[src/rtl/pwm_multi.sv]
// pwm_multi: Wishbone-programmed multi-channel PWM; shared counter/period, per-channel duty, wrap-synchronous reload. Ports: clock/reset, wb_* slave, pwm_o[CHANNELS], wrap_o.
module pwm_multi #(
  parameter int CHANNELS = 4,
  parameter int WIDTH = 8
) (
  input logic clock,
  input logic reset,
  input logic wb_cyc_i,
  input logic wb_stb_i,
  input logic wb_we_i,
  input logic [4:0] wb_adr_i,
  input logic [31:0] wb_dat_i,
  output logic [31:0] wb_dat_o,
  output logic wb_ack_o,
  output logic [CHANNELS-1:0] pwm_o,
  output logic wrap_o
);
  logic [1:0] ctrl;
  logic [WIDTH-1:0] period_s, period_a, cnt;
  logic [WIDTH-1:0] duty_s [CHANNELS];
  logic [WIDTH-1:0] duty_a [CHANNELS];
  logic req, en, inv, wrap, reload;
  logic [31:0] rdata;
  logic [CHANNELS-1:0] raw;
  logic unused_bits;
  assign unused_bits = &{1'b0, wb_dat_i[31:WIDTH]};
  assign req = wb_cyc_i & wb_stb_i & ~wb_ack_o;
  assign en = ctrl[0];
  assign inv = ctrl[1];
  assign wrap = en & (cnt == period_a);
  // disabled: actives follow shadows every cycle so enabling starts from current shadows
  assign reload = wrap | ~en;
  always_comb begin
    rdata = wb_adr_i == 5'd0 ? {30'd0, ctrl} : wb_adr_i == 5'd1 ? 32'(period_s) : 32'd0;
    for (int n = 0; n < CHANNELS; n++)
      if (wb_adr_i == 5'(n + 2)) rdata = 32'(duty_s[n]);
  end
  always_comb begin
    raw = '0;
    for (int n = 0; n < CHANNELS; n++) raw[n] = cnt < duty_a[n];
  end
  always_ff @(posedge clock) begin
    if (reset) begin
      ctrl <= 2'd0;
      period_s <= '1;
      period_a <= '1;
      cnt <= '0;
      for (int n = 0; n < CHANNELS; n++) begin
        duty_s[n] <= '0;
        duty_a[n] <= '0;
      end
      wb_ack_o <= 1'b0;
      wb_dat_o <= 32'd0;
      pwm_o <= '0;
      wrap_o <= 1'b0;
    end else begin
      wb_ack_o <= req;
      wb_dat_o <= req ? rdata : 32'd0;
      if (req && wb_we_i) begin
        if (wb_adr_i == 5'd0) ctrl <= wb_dat_i[1:0];
        if (wb_adr_i == 5'd1) period_s <= wb_dat_i[WIDTH-1:0];
        for (int n = 0; n < CHANNELS; n++)
          if (wb_adr_i == 5'(n + 2)) duty_s[n] <= wb_dat_i[WIDTH-1:0];
      end
      cnt <= reload ? '0 : cnt + WIDTH'(1);
      if (reload) begin
        period_a <= period_s;
        duty_a <= duty_s;
      end
      wrap_o <= wrap;
      pwm_o <= en ? raw ^ {CHANNELS{inv}} : {CHANNELS{inv}};
    end
  end
endmodule

[config.mk]
export PLATFORM = sky130hd
export DESIGN_NAME = pwm_multi
export DESIGN_NICKNAME = d
export VERILOG_FILES = /design/src/rtl/pwm_multi.sv
export SDC_FILE = /design/constraint.sdc
export NUM_CORES = 1
export LEC_CHECK = 0
export CAP_MARGIN = 15
export CORE_ASPECT_RATIO = 0.9
export CORE_MARGIN = 3
export CORE_UTILIZATION = 50
export CTS_CLUSTER_SIZE = 14
export DETAILED_ROUTE_END_ITERATION = 12
export GPL_TIMING_DRIVEN = 0
export PLACE_DENSITY_LB_ADDON = 0.25
export RECOVER_POWER = 50
export SETUP_SLACK_MARGIN = 0.1
export SYNTH_ARGS = -nofsm -noshare
export SYNTH_HDL_FRONTEND = slang
export SYNTH_SLANG_ARGS = --single-unit
[constraint.sdc]
create_clock -name clock -period 2.69 [get_ports clock]
set_input_delay 0.538 -clock clock [delete_from_list [all_inputs] [get_ports clock]]
set_output_delay 0.538 -clock clock [all_outputs]
set_load 0.02 [all_outputs]
==> results.tsv <==
stage	metric	value	unit
outcome	status	complete, no violations	
route	drcViolationCount	0	
clocking	clkTransAtPathRegs	70	ps
power_and_ir_drop	p_leak	2.37	nW
floorplan	die_h	104	um
logic_synthesis	avgSynthCellArea	9.01	um2
floorplan	io_pins	80	
critical_path	critical_path_class	in -> reg	
cells_and_area	area_growth	16.0	%
logic_synthesis	synth_cell_type_count	46	
sta	finalHoldViolations	0	
sta	clock.fmax	396	MHz
logic_synthesis	syn_inst	597	
route	ant_nets	0	
sta	slew_headroom	40.2	%
clocking	postCtsSetupBuffers	0	
job	drv_cap	0	
logic_synthesis	synth_seq_area_share	38.7	%
place	io_buffers	30	
grt	grt_overflow	0	
clocking	clock_path_buffers	2	
clocking	cts_buffers	9	
route	vias	4272	
clocking	ctsHoldBuffers	0	
logic_synthesis	synthArstFlopShare	0	%
cells_and_area	final_cell_mix	dfxtp_1, mux2i_1, nand2b_1, nor2_1, inv_1	
sta	setup-tns-final	0	ps
cells_and_area	nets	732	
sta	rsz0062_at_grt	true	
clocking	cts_sinks	104	
cells_and_area	multi_input_area	2900	um2
power_and_ir_drop	peakVddDrop	0.362	mV
route	drt_pre_antenna_iters	5	
cells_and_area	final-seq-area	2090	um2
floorplan	start_util	51.8	%
sta	hold-worst-slack	478	ps
critical_path	reg2reg_slack	250	ps
route	viasPerCell	5.38	
grt	grt_pass1_wl	21900	um
power_and_ir_drop	switching_power	0.691	mW
logic_synthesis	synth_flop_cell	dfxtp_1	
floorplan	rows	35	
clocking	insertion_delay	340	ps
place	gp_congestion	0.965	
logic_synthesis	synth-edff-count	0	
floorplan	coreArea	10400	um2
logic_synthesis	ys_ff_latch	104	
clocking	cts_max_level	3	
sta	fin_crit_sh	93.8	%
grt	grt_antenna_before_repair	0	
critical_path	worstSetupStartpointType	primary input	
power_and_ir_drop	power.share.combinational	7.0	%
logic_synthesis	netlist_area	5380	um2
cells_and_area	n_antenna_cell	0	
cells_and_area	mostFrequentLayoutCell	dfxtp_1	
grt	grtUsageTotal	23.7	%
power_and_ir_drop	seqPwrFrac	49.3	%
critical_path	crit_fanout	10	
critical_path	worstPathRequired	2920	ps
sta	finalSetupViolations	0	
power_and_ir_drop	sw_frac_of_total	22.0	%
critical_path	critPathCaptureType	flop	
clocking	root_buffer	clkbuf_16	
cells_and_area	drive_gt1_share	8.57	%
route	drtIter0Drc	248	
grt	first_global_vias	4125	
power_and_ir_drop	p_per_area	502	nW/um2
floorplan	die-area	12000	um2
logic_synthesis	yosys_warnings	0	
power_and_ir_drop	p_clk_share	43.7	%
worst_hold_path	hold_class	reg -> reg	
place	post_dp_cell_area	5930	um2
floorplan	die_x	115	um
clocking	cts_tree	yes	
sta	period_needed	2520	ps
route	post_drt_wl_per_cell	17.4	um
place	hpwl	10400	um
cells_and_area	design_area	6240	um2
sta	slew_viol_final	0	
route	routed_wl	13800	um
cells_and_area	fillers	917	
power_and_ir_drop	internal_power	2.45	mW
sta	clock_skew	5.07	ps
grt	grt_max_degree	17	
sta	worst_pin_slew	897	ps
critical_path	cp.arrival	2750	ps
## worst max-delay path, stage by stage
cell and delay [ps]:
clkdlybuf4s50_1 660, clkbuf_1 520, buf_2 370, mux2i_1 300, o21ai_0 120, a2bb2oi_1 180, nor2_1 70
## Yosys cell counts (4+ instances only)
cell | n | share of area, %
buf_2 | 8 | 0.74
a211o_1 | 8 | 1.3
nand3b_1 | 18 | 2.5
a2bb2oi_1 | 4 | 0.65
inv_1 | 44 | 3.1
clkbuf_1 | 20 | 1.4
nand3_1 | 5 | 0.47
nor3_1 | 9 | 0.84
ha_1 | 29 | 6.7
dfxtp_1 | 104 | 39
nor3b_1 | 11 | 1.5
o2111ai_1 | 4 | 0.65
a21oi_1 | 9 | 0.84
mux2i_1 | 68 | 13
nor2_1 | 66 | 4.6
xor2_1 | 13 | 2.1
buf_4 | 24 | 3.3
nand2_1 | 15 | 1.0
nand2b_1 | 66 | 7.7
o21ai_0 | 36 | 3.3
a22oi_1 | 4 | 0.56
## routing by layer
metal	vias up	part of all wire, %	routed length (um)	track usage, %
li1	2100	-	-	-
met1	1993	45	6180	32.2
met2	150	47	6560	38.1
met3	29	5.8	798	4.94
met4	0	2.2	309	6.20
met5	-	0	0	0
## flip-flops by register name, summed over array words and instances, names as in the netlist
name / count
period_s: 8
wb_dat_o: 8
pwm_o: 4
cnt: 8
ctrl: 2
period_a: 8
wrap_o: 1
duty_a: 32
duty_s: 32
wb_ack_o: 1
## timing repair
item | 4_1_cts | 5_1_grt
gates resized for setup | 0 | 5
endpoints found under the setup margin | 0 | 22
endpoints found under the hold margin | 0 | 0
## power by group through the flow
stage	clock [mW]	combinational [mW]	sequential, mW
floorplan	0	0.141	1.58
global placement	0	0.215	1.58
detailed placement	0	0.216	1.58
CTS	1.39	0.217	1.54
global route	1.45	0.236	1.54
finish	1.37	0.221	1.55
## cell type report
class / count / area share (%)
buffer: 54 / 5.11
multi-input combinational: 418 / 46.5
clock inverter: 5 / 1.30
clock buffer: 10 / 3.67
sequential: 104 / 33.4
timing repair buffer: 30 / 4.81
inverter: 44 / 2.65
tap: 129 / 2.59
## kinds of logic after synthesis
family | after synthesis | share of synthesized area (%)
AO/OA/AOI/OAI | 73 | 8.67
other | 1 | 0.0697
AND/OR/NAND/NOR | 208 | 21.4
XOR/XNOR | 14 | 2.28
adder cells (fa/ha/maj) | 29 | 6.74
multiplexers | 70 | 13.1
buffers and inverters | 98 | 9.05
flip-flops | 104 | 38.7
## per-stage QoR
step           utilization, %  instances  power (mW)  worst slack [ps]
6_report                 60.2        794        3.14               166
5_1_grt                  60.2        794        3.23              76.3
4_1_cts                  60.1        794        3.15               176
3_5_place_dp             57.1        779        1.80             -65.0
3_3_place_gp             57.1        779        1.80             -48.2
2_1_floorplan               -        620        1.72               631
## worst paths after layout
kind,cells past startpoint,endpoint,from
worst max register to register,6,duty_a[15]$_SDFFE_PP0P_,cnt[0]$_SDFF_PP0_
worst min register to register,2,duty_a[0]$_SDFFE_PP0P_,duty_a[0]$_SDFFE_PP0P_
worst max-delay path,7,wb_dat_o[3]$_SDFF_PP0_,wb_adr_i[0]
worst min-delay path,2,duty_a[0]$_SDFFE_PP0P_,duty_a[0]$_SDFFE_PP0P_
Note: power is estimated with default switching activity, not from simulation.
